<file path="config.mk">
export PLATFORM = sky130hd
export DESIGN_NAME = fpu_f2i_pipe
export DESIGN_NICKNAME = d
export VERILOG_FILES = /design/src/rtl/fpu_f2i_pipe.sv
export SDC_FILE = /design/constraint.sdc
export NUM_CORES = 1
export LEC_CHECK = 0
export BUFFER_PORTS_ARGS = -buffer_cell sky130_fd_sc_hd__buf_4
export CAP_MARGIN = 25
export CORE_MARGIN = 2
export CORE_UTILIZATION = 37
export CTS_CLUSTER_DIAMETER = 150
export CTS_CLUSTER_SIZE = 8
export DETAILED_ROUTE_END_ITERATION = 8
export PLACE_DENSITY = 0.6
export SLEW_MARGIN = 0
export SYNTH_ARGS = -nofsm -noshare
export SYNTH_HDL_FRONTEND = slang
export SYNTH_SLANG_ARGS = --single-unit
</file>
<file path="constraint.sdc">
create_clock -name clk -period 4.3 [get_ports clk]
set_clock_uncertainty 0.2 [all_clocks]
set_input_delay 0.43 -clock clk [delete_from_list [all_inputs] [get_ports clk]]
set_output_delay 0.43 -clock clk [all_outputs]
set_load 0.01 [all_outputs]
</file>
<file path="src/rtl/fpu_f2i_pipe.sv">
// fpu_f2i_pipe: three-stage pipelined float-to-integer converter.
// Stage 1 decodes the operand, stage 2 aligns the significand into an
// integer plus guard/round/sticky bits, and stage 3 rounds, negates and
// saturates. The output registers form stage 3. Every stage has a
// valid bit and carries its own tag, so results leave in issue order.
// A bubble in any stage is filled even while the output is stalled.
module fpu_f2i_pipe #(
  parameter int EXP_W = 8,
  parameter int MAN_W = 7,
  parameter int INT_W = 32,
  parameter int TAG_W = 4
) (
  input  logic                     clk,
  input  logic                     rst,
  input  logic                     in_valid,
  output logic                     in_ready,
  input  logic [EXP_W+MAN_W:0]     in_float,
  input  logic [2:0]               in_rm,
  input  logic                     in_unsigned,
  input  logic [TAG_W-1:0]         in_tag,
  output logic                     out_valid,
  input  logic                     out_ready,
  output logic [INT_W-1:0]         out_int,
  output logic [TAG_W-1:0]         out_tag,
  output logic                     out_nv,
  output logic                     out_nx
);

  // Exponent bias of the float format; fixed by the exponent width.
  localparam int BIAS   = (1 << (EXP_W - 1)) - 1;
  localparam int SIG_W  = MAN_W + 1;
  // Largest useful right shift: beyond this the whole significand is
  // already below the round bit, so only sticky is affected.
  localparam int RS_MAX = INT_W + MAN_W + 2;
  localparam int RS_W   = $clog2(RS_MAX + 1);
  // Sticky field below G/R, wide enough that the clamped shift never
  // pushes significand bits off the bottom of the alignment vector.
  localparam int SW     = 2 * MAN_W + 2;
  // Alignment vector: INT_W integer bits, G, R, then the sticky field.
  localparam int VW     = INT_W + 2 + SW;

  localparam logic [2:0] RM_RNE = 3'd0;
  localparam logic [2:0] RM_RTZ = 3'd1;
  localparam logic [2:0] RM_RDN = 3'd2;
  localparam logic [2:0] RM_RUP = 3'd3;
  localparam logic [2:0] RM_RMM = 3'd4;

  // ------------------------------------------------------------------
  // Pipeline load enables (bubbles collapse toward the output)
  // ------------------------------------------------------------------
  logic w_ld1;
  logic w_ld2;
  logic w_ld3;

  // ------------------------------------------------------------------
  // Stage 1 registers
  // ------------------------------------------------------------------
  logic             r1_valid;
  logic             r1_sign;
  logic             r1_nan;
  logic             r1_inf;
  logic             r1_sub;
  logic             r1_big;
  logic [SIG_W-1:0] r1_sig;
  logic [RS_W-1:0]  r1_rs;
  logic [2:0]       r1_rm;
  logic             r1_uns;
  logic [TAG_W-1:0] r1_tag;

  // ------------------------------------------------------------------
  // Stage 2 registers
  // ------------------------------------------------------------------
  logic             r2_valid;
  logic             r2_sign;
  logic             r2_nan;
  logic             r2_inf;
  logic             r2_big;
  logic [INT_W-1:0] r2_int;
  logic             r2_g;
  logic             r2_r;
  logic             r2_s;
  logic [2:0]       r2_rm;
  logic             r2_uns;
  logic [TAG_W-1:0] r2_tag;

  // ------------------------------------------------------------------
  // Stage 1 decode wires
  // ------------------------------------------------------------------
  logic               w1_sign;
  logic [EXP_W-1:0]   w1_exp;
  logic [MAN_W-1:0]   w1_man;
  logic               w1_exp_zero;
  logic               w1_exp_max;
  logic               w1_man_zero;
  logic               w1_nan;
  logic               w1_inf;
  logic               w1_sub;
  logic [SIG_W-1:0]   w1_sig;
  logic signed [31:0] w1_e;
  logic signed [31:0] w1_rs_raw;
  logic               w1_big;
  logic [RS_W-1:0]    w1_rs;

  // ------------------------------------------------------------------
  // Stage 2 alignment wires
  // ------------------------------------------------------------------
  logic [VW-1:0]    w2_vec;
  logic [VW-1:0]    w2_shifted;
  logic [INT_W-1:0] w2_int;
  logic             w2_g;
  logic             w2_r;
  logic             w2_s;

  // ------------------------------------------------------------------
  // Stage 3 rounding wires
  // ------------------------------------------------------------------
  logic             w3_inexact;
  logic             w3_inc;
  logic [INT_W:0]   w3_mag;
  logic [INT_W-1:0] w3_neg;
  logic             w3_ovf_sp;
  logic             w3_ovf_sn;
  logic             w3_ovf_up;
  logic             w3_ovf_un;
  logic             w3_ovf;
  logic [INT_W-1:0] w3_max;
  logic [INT_W-1:0] w3_min;
  logic [INT_W-1:0] w3_res;
  logic             w3_nv;
  logic             w3_nx;

  // Handshake: the output stage frees when consumed, earlier stages
  // free when empty or when the stage after them loads.
  assign w_ld3    = ~out_valid | out_ready;
  assign w_ld2    = ~r2_valid | w_ld3;
  assign w_ld1    = ~r1_valid | w_ld2;
  assign in_ready = w_ld1;

  // ------------------------------------------------------------------
  // Stage 1: classify the operand and derive the alignment shift
  // ------------------------------------------------------------------
  assign w1_sign     = in_float[EXP_W+MAN_W];
  assign w1_exp      = in_float[EXP_W+MAN_W-1:MAN_W];
  assign w1_man      = in_float[MAN_W-1:0];
  assign w1_exp_zero = ~|w1_exp;
  assign w1_exp_max  = &w1_exp;
  assign w1_man_zero = ~|w1_man;
  assign w1_nan      = w1_exp_max & ~w1_man_zero;
  assign w1_inf      = w1_exp_max & w1_man_zero;
  assign w1_sub      = w1_exp_zero & ~w1_man_zero;
  // Zero and subnormals have no hidden bit; a zero significand yields
  // an exact integer 0 without any special casing.
  assign w1_sig      = {~w1_exp_zero, w1_man};

  // Unbiased exponent; the significand MSB sits at integer bit e.
  assign w1_e      = $signed({{(32-EXP_W){1'b0}}, w1_exp}) - BIAS;
  // The significand is pre-placed with its MSB at integer bit INT_W-1,
  // so a right shift of INT_W-1-e puts it at its true weight.
  assign w1_rs_raw = INT_W - 1 - w1_e;
  // Magnitude of at least 2^INT_W cannot fit any target.
  assign w1_big    = (w1_e >= INT_W);

  // Clamp the shift so tiny values still land in the sticky field.
  always_comb begin
    w1_rs = '0;
    if (w1_big) begin
      w1_rs = '0;
    end else if (w1_rs_raw > RS_MAX) begin
      w1_rs = RS_W'(RS_MAX);
    end else begin
      w1_rs = w1_rs_raw[RS_W-1:0];
    end
  end

  // Stage 1 register: capture the decoded operand when stage 1 loads.
  always_ff @(posedge clk or posedge rst) begin
    if (rst) begin
      r1_valid <= 1'b0;
      r1_sign  <= 1'b0;
      r1_nan   <= 1'b0;
      r1_inf   <= 1'b0;
      r1_sub   <= 1'b0;
      r1_big   <= 1'b0;
      r1_sig   <= '0;
      r1_rs    <= '0;
      r1_rm    <= '0;
      r1_uns   <= 1'b0;
      r1_tag   <= '0;
    end else if (w_ld1) begin
      r1_valid <= in_valid;
      if (in_valid) begin
        r1_sign <= w1_sign;
        r1_nan  <= w1_nan;
        r1_inf  <= w1_inf;
        r1_sub  <= w1_sub;
        r1_big  <= w1_big;
        r1_sig  <= w1_sig;
        r1_rs   <= w1_rs;
        r1_rm   <= in_rm;
        r1_uns  <= in_unsigned;
        r1_tag  <= in_tag;
      end
    end
  end

  // ------------------------------------------------------------------
  // Stage 2: align the significand into integer, G, R and sticky
  // ------------------------------------------------------------------
  assign w2_vec     = {r1_sig, {(VW-SIG_W){1'b0}}};
  assign w2_shifted = w2_vec >> r1_rs;

  // Split the aligned vector; subnormals are always below one half.
  always_comb begin
    w2_int = w2_shifted[VW-1 -: INT_W];
    w2_g   = w2_shifted[SW+1];
    w2_r   = w2_shifted[SW];
    w2_s   = |w2_shifted[SW-1:0];
    if (r1_sub) begin
      w2_int = '0;
      w2_g   = 1'b0;
      w2_r   = 1'b0;
      w2_s   = 1'b1;
    end
  end

  // Stage 2 register: hold the aligned magnitude when stage 2 loads.
  always_ff @(posedge clk or posedge rst) begin
    if (rst) begin
      r2_valid <= 1'b0;
      r2_sign  <= 1'b0;
      r2_nan   <= 1'b0;
      r2_inf   <= 1'b0;
      r2_big   <= 1'b0;
      r2_int   <= '0;
      r2_g     <= 1'b0;
      r2_r     <= 1'b0;
      r2_s     <= 1'b0;
      r2_rm    <= '0;
      r2_uns   <= 1'b0;
      r2_tag   <= '0;
    end else if (w_ld2) begin
      r2_valid <= r1_valid;
      if (r1_valid) begin
        r2_sign <= r1_sign;
        r2_nan  <= r1_nan;
        r2_inf  <= r1_inf;
        r2_big  <= r1_big;
        r2_int  <= w2_int;
        r2_g    <= w2_g;
        r2_r    <= w2_r;
        r2_s    <= w2_s;
        r2_rm   <= r1_rm;
        r2_uns  <= r1_uns;
        r2_tag  <= r1_tag;
      end
    end
  end

  // ------------------------------------------------------------------
  // Stage 3: round, negate, detect overflow, pick the result
  // ------------------------------------------------------------------
  assign w3_inexact = r2_g | r2_r | r2_s;

  // Rounding increment decision for each rounding mode.
  always_comb begin
    w3_inc = 1'b0;
    case (r2_rm)
      RM_RNE:  w3_inc = r2_g & (r2_r | r2_s | r2_int[0]);
      RM_RTZ:  w3_inc = 1'b0;
      RM_RDN:  w3_inc = r2_sign & w3_inexact;
      RM_RUP:  w3_inc = ~r2_sign & w3_inexact;
      RM_RMM:  w3_inc = r2_g;
      default: w3_inc = 1'b0;
    endcase
  end

  // One extra bit so a carry out of the rounding add is not lost.
  assign w3_mag = {1'b0, r2_int} + {{INT_W{1'b0}}, w3_inc};
  assign w3_neg = {INT_W{1'b0}} - w3_mag[INT_W-1:0];

  // Range limits on the rounded magnitude for each target and sign.
  assign w3_ovf_sp = w3_mag[INT_W] | w3_mag[INT_W-1];
  assign w3_ovf_sn = w3_mag[INT_W] | (w3_mag[INT_W-1] & (|w3_mag[INT_W-2:0]));
  assign w3_ovf_up = w3_mag[INT_W];
  assign w3_ovf_un = |w3_mag;
  assign w3_ovf    = r2_big |
                     (r2_uns ? (r2_sign ? w3_ovf_un : w3_ovf_up)
                             : (r2_sign ? w3_ovf_sn : w3_ovf_sp));

  // Saturation values for the selected target type.
  assign w3_max = r2_uns ? {INT_W{1'b1}} : {1'b0, {(INT_W-1){1'b1}}};
  assign w3_min = r2_uns ? {INT_W{1'b0}} : {1'b1, {(INT_W-1){1'b0}}};

  // Result selection; exceptions never report inexact.
  always_comb begin
    w3_res = '0;
    w3_nv  = 1'b0;
    w3_nx  = 1'b0;
    if (r2_rm > RM_RMM) begin
      w3_res = '0;
      w3_nv  = 1'b1;
    end else if (r2_nan) begin
      w3_res = w3_max;
      w3_nv  = 1'b1;
    end else if (r2_inf | w3_ovf) begin
      w3_res = r2_sign ? w3_min : w3_max;
      w3_nv  = 1'b1;
    end else begin
      w3_res = r2_sign ? w3_neg : w3_mag[INT_W-1:0];
      w3_nx  = w3_inexact;
    end
  end

  // Output register: loads when empty or consumed, otherwise holds.
  always_ff @(posedge clk or posedge rst) begin
    if (rst) begin
      out_valid <= 1'b0;
      out_int   <= '0;
      out_tag   <= '0;
      out_nv    <= 1'b0;
      out_nx    <= 1'b0;
    end else if (w_ld3) begin
      out_valid <= r2_valid;
      if (r2_valid) begin
        out_int <= w3_res;
        out_tag <= r2_tag;
        out_nv  <= w3_nv;
        out_nx  <= w3_nx;
      end
    end
  end

endmodule

</file>
==> results of run 1 <==
[layer usage]
layer  wire length, um  part of all wire  vias to the layer above  global-route usage
met4               267             0.014                        0              0.0618
li1                  -                 -                     3007                   -
met2              8980              0.48                      158               0.310
met3               763             0.041                       25              0.0372
met1              8750              0.47                     2968               0.251
met5                 0                 0                        -                   0
[sequential cells by signal, summed over array words and instances, names as in the netlist, 3 cells and up]
register / cells
r1_rm: 3
r1_sig: 8
r1_tag: 4
r2_int: 32
r1_rs: 6
r2_rm: 3
out_int: 32
r2_tag: 4
out_tag: 4
[final cells by class]
type | count | share of cell area
Clock buffer | 17 | 0.0481
Clock inverter | 15 | 0.0181
Inverter | 17 | 0.00750
Multi-Input combinational cell | 583 | 0.477
Sequential cell | 115 | 0.326
Tap cell | 265 | 0.0375
Timing Repair Buffer | 97 | 0.0864
[critical path, delay by kind of cell (launching register included)]
family	cells	cell delay, ns
flip-flops	1	0.41
buffers and inverters	1	0.21
XOR/XNOR	1	0.13
AO/OA/AOI/OAI	6	1.21
AND/OR/NAND/NOR	5	1.32
adder cells (fa/ha/maj)	2	0.45
[timing repair]
action | CTS | global route
endpoints found under the hold margin | 35 | 0
buffers inserted | 0 | 0
hold buffers | 1 | 0
setup endpoints to repair | 0 | 34
resized for setup | 0 | 14
[cell usage after synthesis (20+ instances only)]
library cell and number:
xor2_1 22, xnor2_1 38, a21oi_1 20, nand2_1 71, mux2_2 37, nor3_1 22, clkbuf_1 37, nor2_1 39
nand3_1 32, o21ai_0 53, dfrtp_1 115, a221o_1 30
[cell families after synthesis]
group / count (synthesis)
xor gates and xnor gates: 60
muxes: 49
adders and majority gates: 9
AOI/OAI and AO/OA: 197
and+or+nand+nor: 268
DFF: 115
buffers and inverters: 79
[power breakdown]
part	total [mW]	switching (mW)	internal, mW
clock network	1.41	0.592	0.823
logic	1.70	0.856	0.839
registers	1.62	0.280	1.34
total	4.73	1.73	3.01
[final timing paths]
kind,from,to,slack (ns),cells past startpoint
max,r2_rm[0],out_nx,0.30,15
min,in_valid,r1_valid,0.02,2
max reg2reg,r2_rm[0],out_nx,0.30,15
min reg2reg,r1_inf,r1_inf,0.28,2
max in group asynchronous,rst,out_int[24],2.75,4
min in group asynchronous,rst,out_int[0],0.40,3
[through the flow]
| stage | total power, mW | cells | setup TNS [ns] | instance area, um2 |
|---|---|---|---|---|
| 4_1_cts | 4.76 | 1109 | 0 | 8750 |
| 2_1_floorplan | 2.72 | 777 | 0 | 7360 |
| 5_1_grt | 5.06 | 1109 | -0.0635 | 8840 |
| 3_3_place_gp | 3.31 | 1075 | 0 | 8130 |
| 3_5_place_dp | 3.33 | 1076 | 0 | 8160 |
| 6_report | 4.73 | 1109 | 0 | 8840 |
==> impl_results.md, run 1 <==
* Status: finished, final reports clean
* Multi-input gate area at 4210 um2
* Final period utilization at 0.931
* Wire per inst at 16.9 um
* Layout fillers at 1895
* Rows at 51
* WL final at 18800 um
* Slew Limit Fails at 0
* Number of antenna diodes at 0
* Yosys Warn Count at 0
* Slew HR at 0.457
* Synth Area in Simple Gates at 0.197
* WP data required at 4.46 ns
* Layout cells sized above 1 at 0.232
* Via count at 6158
* CP max FO at 33
* Largest cells by area after synthesis: dfrtp_1 (39%), mux2_2 (5.7%), xnor2_1 (4.5%)
* FFs w/ async S/R, synth at 1.00
* Final net count at 868
* F_max at 250 MHz
* Lkg Pwr at 3.78 nW
* CTS tree: done
* CP peak stage delay at 0.41 ns
* Post-Synth Adder-Cell Area at 0.0153
* I/O Buffers at 67
* Placeable Area at 19500 um2
* Dominant cell type by area after synthesis: dfrtp_1
* Remaining antenna violation count at 0
* Final HPWL DP at 13800 um
* Max Root-Sink Buffers at 2
* Largest net degree at the start of global routing at 52
* Vert. Die Dim at 145 um
* Grt ovf at 0
* Period minus WS final at 4.00 ns
* Main combinational cell family by area after synthesis: compound AO/OA/AOI/OAI gates
* Setup Slack @ Placement at 0.175 ns
* GP Congestion at 0.910
* Initial antenna violation count at 0
* DR pass1 iterations at 5
* Distinct cells, synth at 75
* Effective utilization at floorplan at 0.377
* Startpoint types: register
* Post-synthesis mux area share at 0.0782
* Commonest non-fill, non-tap cell in the layout: dfrtp_1
* Sink Count at 115
* Setup crit end kind: register
* Syn Inst Count at 777
* Hold Slack at 0.0210 ns
* Yosys top cell area share at 0.392
* Top FF cell, synth: dfrtp_1
* Area growth syn-to-layout at 20.4%
* Sequential share of the synthesized area at 0.392
* Clock root buffer: clkbuf_16
* FF+latch area at 2880 um2
* Most frequent cells in the layout: dfrtp_1 (115), buf_4 (94), nand2_1 (71)
* Worst vdd ir at 311 uV
* Syn Nets at 814
* Die ar. at 21000 um2
* WP data arrival at 4.16 ns
* CP Class: reg2reg
* Setup violations, final at 0
* H-tree depth at 4
* Initial drt markers at 476
* CP max stage cell: dfrtp_1
* DRC at 0
* Max_cap viols at 0
* Finished Core Util at 0.454
* Synth Area in XOR/XNOR at 0.0716
* Cell Chain, Critical Path: xnor2_1 -> nor3b_1 -> o21a_1 -> o22a_1 -> ha_1 -> ha_2 -> and3_1 -> a41oi_1 -> or3_4 -> nor3b_2 -> nand4_1 -> a2111o_1 -> a21oi_4 -> buf_12 -> a32o_1
* Number of flops mapped to enable cells by yosys at 0
* Total clock buffers created by CTS at 17
* Vias in the first global route at 5872
* Worst Tran Pin Value at 0.815 ns
* Complex-gate fraction of the synthesized area at 0.197
* Clk slew on worst S/H paths at 0.06 ns
* Worst setup margin at 0.299 ns
* Synth Register Bits at 115
* Clock Latency Late Sink at 0.43 ns
* Cell Pwr Density at 536 nW/um2
* Area of the mapped netlist at 7340 um2
* First-pass GRT wire length at 31000 um
* Vias per cell at 5.55
* Overall die width at 145 um
* Average size of a mapped cell at 9.45 um2
* Hold Fails Final Rpt at 0
* Worst Hold Class: in2reg
* IO Pins at 68
* GRT Util Overall at 0.189
(Power assumes the default switching activity.)
==> run 2, diff against run 1 <==
==> constraint.sdc (replaced) <==
create_clock -name clk -period 4.3 [get_ports clk]
set_clock_uncertainty 0.2 [all_clocks]
set_input_delay 0.215 -clock clk [delete_from_list [all_inputs] [get_ports clk]]
set_output_delay 0.215 -clock clk [all_outputs]
set_load 0.01 [all_outputs]
==> run 2 against run 1 <==
Clock power barely moved. Die area did not move. Sequential cell count stayed put. Via count increased by 3.2%. Global-route usage is 0.078 points higher. Non-clock buffer count is 26 higher. Utilization grew 1.1 points. Critical path type unchanged.
==> impl_results.md, run 2 (synthesis results as in run 1) <==
* Setup crit end kind: register
* Worst setup margin at 0.244 ns
* Worst Tran Pin Value at 0.821 ns
* Total clock buffers created by CTS at 17
* Setup Slack @ Placement at 0.169 ns
* GRT Util Overall at 0.190
* Most frequent cells in the layout: dfrtp_1 (115), buf_4 (94), nand2_1 (71)
* FF+latch area at 2880 um2
* Largest regs: out_int: 32 flops, r2_int: 32 flops, r1_sig: 8 flops
* Setup violations, final at 0
* Slew HR at 0.453
* Sink Count at 115
* Max Root-Sink Buffers at 2
* Placed Area at 8160 um2
* Vert. Die Dim at 145 um
* Startpoint types: register
* Wire per inst at 16.6 um
* CP peak stage delay at 0.43 ns
* Post-Layout Cell Count at 1135
* Final net count at 894
* IO Pins at 68
* First-pass GRT wire length at 31400 um
* CP Class: reg2reg
* Finished Core Util at 0.465
* Layout fillers at 1877
* Post-Place Cells at 1076
* Commonest non-fill, non-tap cell in the layout: dfrtp_1
* Clk slew on worst S/H paths at 0.06 ns
* Remaining antenna violation count at 0
* Slew Limit Fails at 0
* Vias per cell at 5.60
* Largest net degree at the start of global routing at 59
* Placeable Area at 19500 um2
* Clock Latency Late Sink at 0.42 ns
* Grt ovf at 0
* Hold Fails Final Rpt at 0
* RSZ-0062 raised after global routing: false
* Total negative slack at 0 ns
* Post-route cell area at 9050 um2
* Overall die width at 145 um
* Status: finished, final reports clean
* Max_cap viols at 0
* GP Congestion at 0.906
* WL final at 18800 um
* Vias in the first global route at 6131
* Area growth syn-to-layout at 23.2%
* Effective utilization at floorplan at 0.377
* H-tree depth at 4
* Final HPWL DP at 13700 um
* Rows at 51
* Final period utilization at 0.943
* Cell Chain, Critical Path: xnor2_1 -> nor3b_1 -> o21a_1 -> o22a_1 -> ha_1 -> ha_1 -> nand3_2 -> nor4_4 -> nor3b_1 -> o311a_2 -> nand4_4 -> a2111o_1 -> a21oi_4 -> buf_12 -> a311o_1
* DRC at 0
* CP max FO at 33
* F_max at 247 MHz
* Initial drt markers at 480
* Worst Hold Class: in2reg
* DR pass1 iterations at 5
* Number of antenna diodes at 0
* Via count at 6356
* WP data required at 4.45 ns
* Postcts setup bufs at 0
* Multi-input gate area at 4170 um2
* Cell Pwr Density at 521 nW/um2
* Lkg Pwr at 3.85 nW
* Initial antenna violation count at 0
* Layout cells sized above 1 at 0.220
* Period minus WS final at 4.06 ns
* Die ar. at 21000 um2
* Clock root buffer: clkbuf_16
* WP data arrival at 4.21 ns
* Worst vdd ir at 310 uV
* I/O Buffers at 67
* CP max stage cell: a2111o_1
* CTS tree: done
==> run 2: worst paths after layout <==
| check | from | to | slack, ns | depth (start not counted) |
|---|---|---|---|---|
| worst min register to register | r1_valid | r2_valid | 0.28 | 1 |
| worst max register to register | r2_rm[0] | out_int[25] | 0.24 | 15 |
| worst min-delay path | in_float[8] | r1_rs[1] | 0.05 | 4 |
| worst max-delay path | r2_rm[0] | out_int[25] | 0.24 | 15 |
| max in group asynchronous | rst | out_int[28] | 3.04 | 4 |
| min in group asynchronous | rst | out_nv | 0.16 | 3 |
==> run 2: routing by layer <==
layer	share of wire	vias to the layer above	wire (um)	GRT usage
met5	0	-	0	0
met4	0.018	0	343	0.0618
met3	0.041	23	770	0.0359
met2	0.48	182	9000	0.315
met1	0.46	3085	8720	0.250
li1	-	3066	-	-
==> run 2: power by group <==
group / internal [mW] / switching (mW) / leakage (nW) / total, mW
sequential: 1.34 / 0.281 / 1.47 / 1.63
combinational: 0.846 / 0.848 / 2.10 / 1.69
clock: 0.861 / 0.533 / 0.279 / 1.39
==> run 2: cell type report <==
cell class / instances / area share
multi-input cells: 583 / 0.460
flip-flops and latches: 115 / 0.318
repair buffers: 123 / 0.113
clock buffers: 19 / 0.0478
well taps: 265 / 0.0366
clock inverters: 13 / 0.0166
inverters: 17 / 0.00733
==> run 2: what timing repair did <==
item	in CTS	in global routing
hold endpoints to repair	54	0
endpoints found under the setup margin	0	34
gates resized for setup	0	7
hold buffers	27	0
==> run 2: metrics by stage <==
step                power [mW]  hold slack [ns]
detailed placement        3.33           0.0499
CTS                       4.76           0.0410
global route              5.02           0.0712
floorplan                 2.72            0.123
finish                    4.71           0.0521
global placement          3.31            0.234
==> run 2: worst max-delay path: cells and delay by family, from the launching register on <==
kind | cells | cell delay [ns]
xor gates and xnor gates | 1 | 0.14
DFF | 1 | 0.41
buffers and inverters | 1 | 0.22
AOI/OAI and AO/OA | 6 | 1.33
and+or+nand+nor | 5 | 1.27
adders and majority gates | 2 | 0.40
